<file path="config.mk">
export PLATFORM = sky130hd
export DESIGN_NAME = mc_main_fsm
export DESIGN_NICKNAME = d
export VERILOG_FILES = /design/src/rtl/mc_main_fsm.sv
export SDC_FILE = /design/constraint.sdc
export NUM_CORES = 1
export LEC_CHECK = 0
export BUFFER_PORTS_ARGS = -buffer_cell sky130_fd_sc_hd__buf_2
export CORE_MARGIN = 2
export CORE_UTILIZATION = 46
export CTS_CLUSTER_DIAMETER = 100
export DETAILED_ROUTE_END_ITERATION = 7
export MAX_ROUTING_LAYER = met4
export PLACE_DENSITY = 0.76
export REMOVE_ABC_BUFFERS = 1
export SKIP_LAST_GASP = 1
export SLEW_MARGIN = 20
export SYNTH_ARGS = -nofsm -noshare
export SYNTH_HDL_FRONTEND = slang
export SYNTH_SLANG_ARGS = --single-unit
</file>
<file path="constraint.sdc">
create_clock -name clk -period 2.2 [get_ports clk]
set_input_delay 0.33 -clock clk [delete_from_list [all_inputs] [get_ports clk]]
set_output_delay 0.33 -clock clk [all_outputs]
set_load 0.02 [all_outputs]
</file>
<file path="src/rtl/mc_main_fsm.sv">
// Main sequencing FSM for the multicycle ARM core: walks each instruction through
// fetch/decode/execute/writeback and drives datapath mux selects and write strobes.
module mc_main_fsm #(
    parameter bit MEM_WAIT_EN = 1'b1,
    parameter int STATE_W     = 4
) (
    input  logic               clk,
    input  logic               reset,
    input  logic [1:0]         Op,
    input  logic [5:0]         Funct,
    input  logic               mem_ready,
    output logic               IRWrite,
    output logic               NextPC,
    output logic               AdrSrc,
    output logic               ALUSrcA,
    output logic [1:0]         ALUSrcB,
    output logic [1:0]         ResultSrc,
    output logic               ALUOp,
    output logic               RegW,
    output logic               MemW,
    output logic               Branch,
    output logic               instr_done,
    output logic               illegal_op,
    output logic [STATE_W-1:0] dbg_state
);

    typedef enum logic [3:0] {
        S_FETCH  = 4'd0,
        S_DECODE = 4'd1,
        S_MEMADR = 4'd2,
        S_MEMRD  = 4'd3,
        S_MEMWB  = 4'd4,
        S_MEMWR  = 4'd5,
        S_EXECR  = 4'd6,
        S_EXECI  = 4'd7,
        S_ALUWB  = 4'd8,
        S_BRANCH = 4'd9
    } state_e;

    typedef struct packed {
        logic       adr_src;
        logic       alu_src_a;
        logic [1:0] alu_src_b;
        logic [1:0] result_src;
        logic       alu_op;
        logic       reg_w;
        logic       mem_w;
        logic       branch;
        logic       done;
    } moore_t;

    state_e state_q, state_d;
    moore_t mo_q;
    logic   rdy;
    logic   unused_funct;

    assign rdy          = MEM_WAIT_EN ? mem_ready : 1'b1;
    assign unused_funct = ^Funct[4:1];

    function automatic moore_t moore_of(input state_e s);
        moore_t m;
        m = '0;
        case (s)
            S_FETCH, S_DECODE: begin
                m.alu_src_a  = 1'b1;
                m.alu_src_b  = 2'b10;
                m.result_src = 2'b10;
            end
            S_MEMADR: m.alu_src_b = 2'b01;
            S_MEMRD:  m.adr_src   = 1'b1;
            S_MEMWB: begin
                m.result_src = 2'b01;
                m.reg_w      = 1'b1;
                m.done       = 1'b1;
            end
            S_MEMWR: begin
                m.adr_src = 1'b1;
                m.mem_w   = 1'b1;
            end
            S_EXECR:  m.alu_op = 1'b1;
            S_EXECI: begin
                m.alu_src_b = 2'b01;
                m.alu_op    = 1'b1;
            end
            S_ALUWB: begin
                m.reg_w = 1'b1;
                m.done  = 1'b1;
            end
            S_BRANCH: begin
                m.alu_src_b  = 2'b01;
                m.result_src = 2'b10;
                m.branch     = 1'b1;
                m.done       = 1'b1;
            end
            default: m = '0;
        endcase
        return m;
    endfunction

    always_comb begin
        state_d = S_FETCH;
        case (state_q)
            S_FETCH:  state_d = rdy ? S_DECODE : S_FETCH;
            S_DECODE: begin
                case (Op)
                    2'b00:   state_d = Funct[5] ? S_EXECI : S_EXECR;
                    2'b01:   state_d = S_MEMADR;
                    2'b10:   state_d = S_BRANCH;
                    default: state_d = S_FETCH;
                endcase
            end
            S_MEMADR: state_d = Funct[0] ? S_MEMRD : S_MEMWR;
            S_MEMRD:  state_d = rdy ? S_MEMWB : S_MEMRD;
            S_MEMWR:  state_d = rdy ? S_FETCH : S_MEMWR;
            S_EXECR,
            S_EXECI:  state_d = S_ALUWB;
            default:  state_d = S_FETCH;
        endcase
    end

    // NOTE: Moore outputs are registered by decoding the next state, so they
    // line up with state_q in the same cycle without a combinational decode path.
    always_ff @(posedge clk or negedge reset) begin
        if (!reset) begin
            state_q <= S_FETCH;
            mo_q    <= moore_of(S_FETCH);
        end else begin
            state_q <= state_d;
            mo_q    <= moore_of(state_d);
        end
    end

    assign AdrSrc    = mo_q.adr_src;
    assign ALUSrcA   = mo_q.alu_src_a;
    assign ALUSrcB   = mo_q.alu_src_b;
    assign ResultSrc = mo_q.result_src;
    assign ALUOp     = mo_q.alu_op;
    assign RegW      = mo_q.reg_w;
    assign MemW      = mo_q.mem_w;
    assign Branch    = mo_q.branch;

    // Fetch strobes follow mem_ready in the same cycle; masked while reset is
    // held so a ready memory cannot advance the PC before the core runs.
    assign IRWrite    = reset & (state_q == S_FETCH) & rdy;
    assign NextPC     = IRWrite;
    assign illegal_op = (state_q == S_DECODE) & (Op == 2'b11);
    assign instr_done = mo_q.done | ((state_q == S_MEMWR) & rdy) | illegal_op;
    assign dbg_state  = STATE_W'(state_q);

endmodule
</file>
==> results of run 1 <==
## how the worst max path moves through the flow
stage	startpoint	to	slack (ns)
final	dbg_state[0]	instr_done	0.13
after global routing	dbg_state[0]	instr_done	0.01
after CTS	dbg_state[0]	instr_done	0.11
after detailed placement	dbg_state[0]	mo_q[0]	0.29
after global placement	dbg_state[0]	ALUSrcB[0]	0.32
after floorplan	dbg_state[1]	instr_done	0.18
## cells in the mapped netlist
| master | count | area [sq um] |
|---|---|---|
| buf_2 | 1 | 5.000 |
| o31ai_2 | 1 | 12.51 |
| nand2b_1 | 1 | 6.260 |
| a31oi_4 | 1 | 21.27 |
| and4bb_2 | 2 | 25.02 |
| a211o_1 | 1 | 8.760 |
| o22ai_1 | 1 | 6.260 |
| nand2_1 | 4 | 15.01 |
| buf_6 | 1 | 11.26 |
| inv_2 | 1 | 3.750 |
| or2_1 | 1 | 6.260 |
| or4b_4 | 1 | 13.76 |
| or2_4 | 1 | 8.760 |
| o21ai_0 | 1 | 5.000 |
| inv_1 | 2 | 7.510 |
| o211ai_1 | 1 | 7.510 |
| or2b_2 | 1 | 8.760 |
| a21boi_2 | 1 | 11.26 |
| dfrtp_1 | 12 | 300.3 |
| a21oi_1 | 2 | 10.01 |
| and2b_2 | 1 | 8.760 |
| o22ai_4 | 1 | 20.02 |
| buf_4 | 6 | 45.04 |
| and4_2 | 1 | 10.01 |
| o21ba_1 | 1 | 10.01 |
| o221a_4 | 1 | 20.02 |
| dfstp_2 | 3 | 78.83 |
| nand3_1 | 1 | 5.000 |
| nand4b_1 | 1 | 8.760 |
| nor2_1 | 10 | 37.54 |
| or3b_2 | 1 | 8.760 |
| nor3_1 | 4 | 20.02 |
## layout make-up
class / instances / share of cell area, %
Clock buffer: 3 / 2.486
Clock inverter: 1 / 0.5525
Inverter: 3 / 1.243
Multi-Input combinational cell: 42 / 34.81
Sequential cell: 15 / 41.85
Tap cell: 16 / 2.210
Timing Repair Buffer: 28 / 16.85
## state kept, by name, indices dropped and copies added, names as in the netlist
register   flops
RegW           1
ALUOp          1
AdrSrc         1
mo_q           1
ResultSrc      2
ALUSrcB        2
dbg_state      4
ALUSrcA        1
Branch         1
MemW           1
## cells by family after synthesis
| kind of cell | synth area share (%) |
|---|---|
| and+or+nand+nor | 23.82 |
| AOI/OAI and AO/OA | 17.29 |
| DFF | 49.43 |
| buffers and inverters | 9.460 |
## critical path, stage by stage (launching register included)
cell and delay [ns]:
dfrtp_1 0.52, or4b_4 0.52, nor2_1 0.17, a211o_1 0.11
buf_2 0.15
## metal layers
| layer | part of all wire (%) | track usage (%) | up-vias |
|---|---|---|---|
| met4 | 0.71 | 8.824 | 0 |
| met2 | 50 | 27.25 | 12 |
| met3 | 4.0 | 2.400 | 2 |
| li1 | - | - | 279 |
| met5 | 0 | - | - |
| met1 | 45 | 21.03 | 282 |
## report_power, final
group / internal (mW) / switching (mW) / total (mW)
Sequential: 0.387 / 0.0443 / 0.432
Combinational: 0.300 / 0.437 / 0.737
Clock: 0.0674 / 0.0856 / 0.153
## stage by stage
stage	hold slack (ns)	setup WS (ns)	area, sq um	power (mW)
floorplan	0.03441	0.1791	705.7	0.9553
global placement	0.2428	0.3188	868.3	1.157
detailed placement	0.2495	0.2907	868.3	1.175
CTS	0.3106	0.1112	905.9	1.331
global route	0.3234	0.01342	905.9	1.411
finish	0.3173	0.1314	905.9	1.321
==> results.py, run 1 <==
metrics = {
    "timing": {
        "slew_violations": 0,
        "fin_setup_tns_ns": 0,
        "post-route-period-util_pct": 94.03,
        "fin_worst_skew_ns": 0.004905,
        "rsz0062_at_grt": "false",
        "worst_pin_slew_ns": 0.3386,
        "post-route-min-period_ns": 2.069,
        "final-setup-viol-count": 0,
        "finalHoldViolations": 0,
        "maxSlewHeadroom_pct": 77.43,
        "fmax_ghz": 0.4834,
    },
    "drt": {
        "wirelength_microns": 1413,
        "drc": 0,
        "dr.first_iter.drc_count": 6,
        "viasPerCell": 5.324,
        "dr.pass1.iters": 4,
        "dr_total_vias": 575,
        "wire_per_inst_microns": 13.08,
        "final_antenna_net_count": 0,
    },
    "finish": {
        "n_antenna_cell": 0,
        "final_cells": 108,
        "area_growth_syn_to_layout_pct": 18.11,
        "mostFrequentLayoutCells": "24 x buf_2, 12 x dfrtp_1, 10 x nor2_1",
        "layout_commonest_cell": "buf_2",
        "seqCellArea_sq_um": 379.1,
        "nFillCells": 134,
        "multiInputGateArea_sq_um": 315.3,
        "drive_gt1_share_pct": 52.17,
        "nets": 104,
        "utilization_pct": 58.77,
    },
    "critical_path": {
        "r2r_start": "dbg_state[0]",
        "rrSetupSlack_ns": 0.28,
        "r2r-end": "mo_q[0]",
        "crit_fanout": 12,
        "path_class": "reg -> out",
        "r2r_cells": 5,
        "worst_ep_required_time_ns": 1.87,
        "worstPathArrival_ns": 1.74,
        "startpoint_type": "flop",
        "cp-end-kind": "output pin",
    },
    "die": {
        "io_pins": 29,
        "core-area_sq_mm": 0.001541,
        "initial_core_util_pct": 49.76,
        "die_area_sq_mm": 0.002010,
        "die_y_microns": 44.84,
        "die_w_microns": 44.84,
        "num_rows": 14,
    },
    "place": {
        "dpl.hpwl_microns": 1069,
        "placed_cells": 103,
        "portBuffers": 24,
        "gp_congestion": 0.7681,
    },
    "grt": {
        "gr-usage-all-layers_pct": 17.06,
        "antenna_found_initial": 0,
        "grt_pass1_wl_microns": 2380,
        "grt_max_degree": 17,
        "globalRouteOverflowTotal": 0,
        "grt_pass1_vias": 531,
    },
    "yosys": {
        "ys_ff_latch": 15,
        "syn_inst": 68,
        "synth.distinct_cells": 32,
        "yosysSeqAreaShare_pct": 49.43,
        "synth_warnings": 0,
        "avgSynthCellArea_sq_um": 11.28,
        "synth_area_sq_um": 767.0,
    },
    "cts": {
        "cts-htree-levels": 1,
        "cts_root_buffer": "clkbuf_4",
        "clk_latency_ns": 0.28,
        "clkTransAtPathRegs_ns": 0.09,
        "clock_sinks": 15,
        "cts_tree": "built",
        "clk_path_buf_depth": 2,
        "post_cts_resized": 0,
        "post_cts_buffers": 0,
        "cts_inserted_buffers": 3,
        "cts.hold.buffers_added": 1,
    },
    "power": {
        "ir_drop_uv": 625.1,
        "p_leak_nw": 0.4732,
        "power_density_mw_per_mm2": 1459,
    },
    "min_path": {
        "min_from": "Op[1]",
        "hold_depth": 2,
        "hold_path_end": "ALUOp",
        "hp-class": "in -> reg",
    },
    "flow_run": {
        "max_cap_viol_count": 0,
    },
    "outcome": {
        "status": "finished, final reports clean",
    },
}
(Power assumes the default switching activity.)
==> inputs of run 2 (changes only) <==
- MAX_ROUTING_LAYER: met4 -> unset
==> run 2 against run 1 <==
Against the previous run:
- combinational power about the same
- cell area is the same
- largest cell class unchanged
- power barely moved
- maximum frequency grew 0.26%
- highest routed layer unchanged
- cell count did not move
- first-iteration DRC count grew 17%
==> results.py, run 2 (synthesis results as in run 1) <==
metrics = {
    "outcome": {
        "status": "finished, final reports clean",
    },
    "critical_path": {
        "path_class": "reg -> out",
        "r2r-end": "mo_q[0]",
        "r2r_start": "dbg_state[0]",
        "rrSetupSlack_ns": 0.28,
        "worst_ep_required_time_ns": 1.87,
        "r2r_cells": 5,
        "cp-end-kind": "output pin",
        "crit_fanout": 12,
        "startpoint_type": "flop",
        "worstPathArrival_ns": 1.73,
    },
    "timing": {
        "final-setup-viol-count": 0,
        "post-route-period-util_pct": 93.79,
        "fmax_ghz": 0.4847,
        "post-route-min-period_ns": 2.063,
        "fin_setup_tns_ns": 0,
        "rsz0062_at_grt": "false",
        "slew_violations": 0,
        "maxSlewHeadroom_pct": 77.44,
        "finalHoldViolations": 0,
        "hold_slack_ns": 0.3196,
        "fin_worst_skew_ns": 0.004953,
        "worst_pin_slew_ns": 0.3384,
    },
    "flow_run": {
        "max_cap_viol_count": 0,
    },
    "drt": {
        "wirelength_microns": 1407,
        "wire_per_inst_microns": 13.03,
        "dr_total_vias": 598,
        "dr.first_iter.drc_count": 7,
        "dr.pass1.iters": 4,
        "final_antenna_net_count": 0,
        "viasPerCell": 5.537,
        "drc": 0,
    },
    "cts": {
        "cts.hold.buffers_added": 1,
        "clock_sinks": 15,
        "clk_path_buf_depth": 2,
        "clk_latency_ns": 0.28,
        "cts_inserted_buffers": 3,
        "cts_tree": "built",
        "post_cts_buffers": 0,
        "post_cts_resized": 0,
        "cts-htree-levels": 1,
        "cts_root_buffer": "clkbuf_4",
        "clkTransAtPathRegs_ns": 0.09,
    },
    "finish": {
        "nFillCells": 134,
        "area_growth_syn_to_layout_pct": 18.11,
        "n_antenna_cell": 0,
        "nets": 104,
        "largest_reg_flops": 4,
        "layout_commonest_cell": "buf_2",
        "mostFrequentLayoutCells": "24 x buf_2, 12 x dfrtp_1, 10 x nor2_1",
        "drive_gt1_share_pct": 52.17,
    },
    "die": {
        "die_w_microns": 44.84,
        "io_pins": 29,
        "die_area_sq_mm": 0.002010,
        "initial_core_util_pct": 49.76,
        "num_rows": 14,
        "core-area_sq_mm": 0.001541,
        "die_y_microns": 44.84,
    },
    "place": {
        "portBuffers": 24,
        "gp_congestion": 0.7582,
        "dpl.hpwl_microns": 1069,
    },
    "min_path": {
        "hold_depth": 2,
        "min_from": "Op[1]",
        "hp-class": "in -> reg",
        "hold_path_end": "ALUOp",
    },
    "grt": {
        "gr-usage-all-layers_pct": 16.55,
        "grt_pass1_vias": 532,
        "antenna_found_initial": 0,
        "globalRouteOverflowTotal": 0,
        "grt_max_degree": 17,
        "grt_pass1_wl_microns": 2387,
    },
    "power": {
        "power_density_mw_per_mm2": 1459,
        "ir_drop_uv": 624.7,
        "p_leak_nw": 0.4732,
    },
}
## run 2: worst max path at each step
stage | startpoint | to | cells after the start
floorplan | dbg_state[1] | instr_done | 3
global placement | dbg_state[0] | ALUSrcB[0] | 5
detailed placement | dbg_state[0] | mo_q[0] | 5
CTS | dbg_state[0] | instr_done | 4
global route | dbg_state[0] | instr_done | 4
finish | dbg_state[0] | instr_done | 4
## run 2: per-stage QoR
| step | area [sq um] | power, mW | utilization (%) | instances | setup slack [ns] |
|---|---|---|---|---|---|
| finish | 905.9 | 1.322 | 58.77 | 108 | 0.1367 |
| global route | 905.9 | 1.411 | 58.77 | 108 | 0.01342 |
| CTS | 905.9 | 1.331 | 58.77 | 108 | 0.1112 |
| detailed placement | 868.3 | 1.175 | 56.33 | 103 | 0.2907 |
| global placement | 868.3 | 1.157 | 56.33 | 103 | 0.3188 |
| floorplan | 705.7 | 0.9553 | - | 60 | 0.1791 |
## run 2: worst max-delay path, cell delays in order (launching register included)
cell	delay, ns
dfrtp_1	0.51
or4b_4	0.52
nor2_1	0.17
a211o_1	0.11
buf_2	0.15
## run 2: final cells by class
cell class | instances | area [sq um] | share of cell area, %
Clock inverter | 1 | 5.005 | 0.5525
Timing Repair Buffer | 28 | 152.6 | 16.85
Multi-Input combinational cell | 42 | 315.3 | 34.81
Sequential cell | 15 | 379.1 | 41.85
Clock buffer | 3 | 22.52 | 2.486
Tap cell | 16 | 20.02 | 2.210
Inverter | 3 | 11.26 | 1.243
## run 2: metal layers
metal / vias to the layer above / GRT usage (%) / part of all wire [%]
li1: 280 / - / -
met1: 296 / 20.77 / 42
met2: 20 / 27.25 / 52
met3: 2 / 2.800 / 5.5
met4: 0 / 8.824 / 0.71
met5: - / 0 / 0
## run 2: where the power goes
| group | internal, mW | total [mW] | switching [mW] |
|---|---|---|---|
| registers | 0.388 | 0.431 | 0.0436 |
| logic | 0.300 | 0.737 | 0.438 |
| clock network | 0.0674 | 0.153 | 0.0855 |
==> inputs of run 3 (changes only) <==
- CTS_BUF_LIST: unset -> sky130_fd_sc_hd__clkbuf_8 sky130_fd_sc_hd__clkbuf_16
==> run 3 against run 2 <==
Against the previous run:
- power grew 5.1%
- critical path depth is the same
- register-to-register slack is essentially flat
- sequential power is essentially flat
- non-clock buffer count is the same
- critical path type unchanged
- maximum frequency grew 1.9%
==> results.py, run 3 (synthesis results as in run 1) <==
metrics = {
    "outcome": {
        "status": "finished, final reports clean",
    },
    "drt": {
        "final_antenna_net_count": 0,
        "wire_per_inst_microns": 13.27,
        "dr_total_vias": 588,
        "dr.first_iter.drc_count": 4,
        "drc": 0,
        "wirelength_microns": 1433,
        "dr.pass1.iters": 4,
        "viasPerCell": 5.444,
    },
    "cts": {
        "post_cts_buffers": 0,
        "cts-htree-levels": 1,
        "clock_sinks": 15,
        "clk_latency_ns": 0.24,
        "post_cts_resized": 0,
        "clk_path_buf_depth": 2,
        "clkTransAtPathRegs_ns": 0.06,
        "cts_tree": "built",
        "cts_inserted_buffers": 3,
        "cts_root_buffer": "clkbuf_8",
        "cts.hold.buffers_added": 1,
    },
    "critical_path": {
        "path_class": "reg -> out",
        "worst_ep_required_time_ns": 1.87,
        "rrSetupSlack_ns": 0.29,
        "crit_fanout": 12,
        "r2r_start": "dbg_state[0]",
        "startpoint_type": "flop",
        "r2r-end": "mo_q[0]",
        "r2r_cells": 5,
        "cp-end-kind": "output pin",
        "worstPathArrival_ns": 1.69,
    },
    "min_path": {
        "hold_depth": 2,
        "hold_path_end": "ALUOp",
        "hp-class": "in -> reg",
        "min_from": "Op[1]",
    },
    "finish": {
        "nets": 104,
        "largest_reg_flops": 4,
        "layout_commonest_cell": "buf_2",
        "area_growth_syn_to_layout_pct": 20.55,
        "finalInstanceArea_sq_um": 924.6,
        "n_antenna_cell": 0,
        "utilization_pct": 59.98,
        "drive_gt1_share_pct": 52.17,
        "mostFrequentLayoutCells": "24 x buf_2, 12 x dfrtp_1, 10 x nor2_1",
    },
    "power": {
        "pwr-share-comb_pct": 53.1,
        "ir_drop_uv": 698.6,
        "p_switching_mw": 0.5753,
        "swShare_pct": 41.43,
        "pwr-share-seq_pct": 31.2,
        "p_int_mw": 0.8134,
        "p_leak_nw": 0.4809,
        "power_density_mw_per_mm2": 1502,
        "clkPwrFrac_pct": 15.7,
    },
    "timing": {
        "post-route-period-util_pct": 92.01,
        "final-setup-viol-count": 0,
        "hold_slack_ns": 0.3571,
        "fin_setup_tns_ns": 0,
        "fin_worst_skew_ns": 0.003735,
        "worst_pin_slew_ns": 0.3431,
        "post-route-min-period_ns": 2.024,
        "rsz0062_at_grt": "false",
        "finalHoldViolations": 0,
        "maxSlewHeadroom_pct": 77.12,
        "slew_violations": 0,
        "layout_setup_ws_ns": 0.1759,
        "fmax_ghz": 0.4940,
    },
    "grt": {
        "antenna_found_initial": 0,
        "gr-usage-all-layers_pct": 16.72,
        "grt_pass1_wl_microns": 2415,
        "globalRouteOverflowTotal": 0,
        "grt_max_degree": 17,
        "grt_pass1_vias": 538,
    },
    "die": {
        "die_area_sq_mm": 0.002010,
        "num_rows": 14,
        "die_y_microns": 44.84,
        "core-area_sq_mm": 0.001541,
        "io_pins": 29,
        "die_w_microns": 44.84,
        "initial_core_util_pct": 49.76,
    },
    "place": {
        "pre_cts_slack_ns": 0.2907,
        "place_area_sq_um": 868.3,
        "portBuffers": 24,
        "gp_congestion": 0.7582,
        "dpl.hpwl_microns": 1069,
    },
    "flow_run": {
        "max_cap_viol_count": 0,
    },
}
[run 3: cell counts in the layout (fill, tap and decap cells not counted)]
No cell type changed its count.
[run 3: layer usage]
metal	global-route usage, %	wire (microns)	vias to the layer above	part of all wire [%]
li1	-	-	280	-
met1	21.28	622	292	43
met2	27.25	733	14	51
met3	2.800	67	2	4.7
met4	8.824	9	0	0.63
met5	0	0	-	0
[run 3: area by class of cell]
type	instances	area [sq um]
multi-input combinational	42	315.3
inverter	3	11.26
tap	16	20.02
clock buffer	3	41.29
sequential	15	379.1
clock inverter	1	5.005
fill	131	616.8
timing repair buffer	28	152.6
[run 3: worst max-delay path by stage]
stage / startpoint / end / slack (ns)
2_1_floorplan: dbg_state[1] / instr_done / 0.18
3_3_place_gp: dbg_state[0] / ALUSrcB[0] / 0.32
3_5_place_dp: dbg_state[0] / mo_q[0] / 0.29
4_1_cts: dbg_state[0] / instr_done / 0.16
5_1_grt: dbg_state[0] / instr_done / 0.07
6_report: dbg_state[0] / instr_done / 0.18
[run 3: power groups by stage]
stage / Clock, mW / Sequential, mW / Combinational, mW
detailed placement: 0 / 0.439 / 0.736
global route: 0.231 / 0.447 / 0.799
finish: 0.218 / 0.433 / 0.737
CTS: 0.222 / 0.435 / 0.741
global placement: 0 / 0.437 / 0.720
floorplan: 0 / 0.575 / 0.380
[run 3: metrics by stage]
step                      instances  power, mW
final                           108      1.389
after CTS                       108      1.398
after global routing            108      1.478
after detailed placement        103      1.175
after global placement          103      1.157
after floorplan                  60     0.9553
[run 3: critical path: stages (launching register included)]
cell	delay [ns]
dfrtp_1	0.50
or4b_4	0.52
nor2_1	0.17
a211o_1	0.12
buf_2	0.15
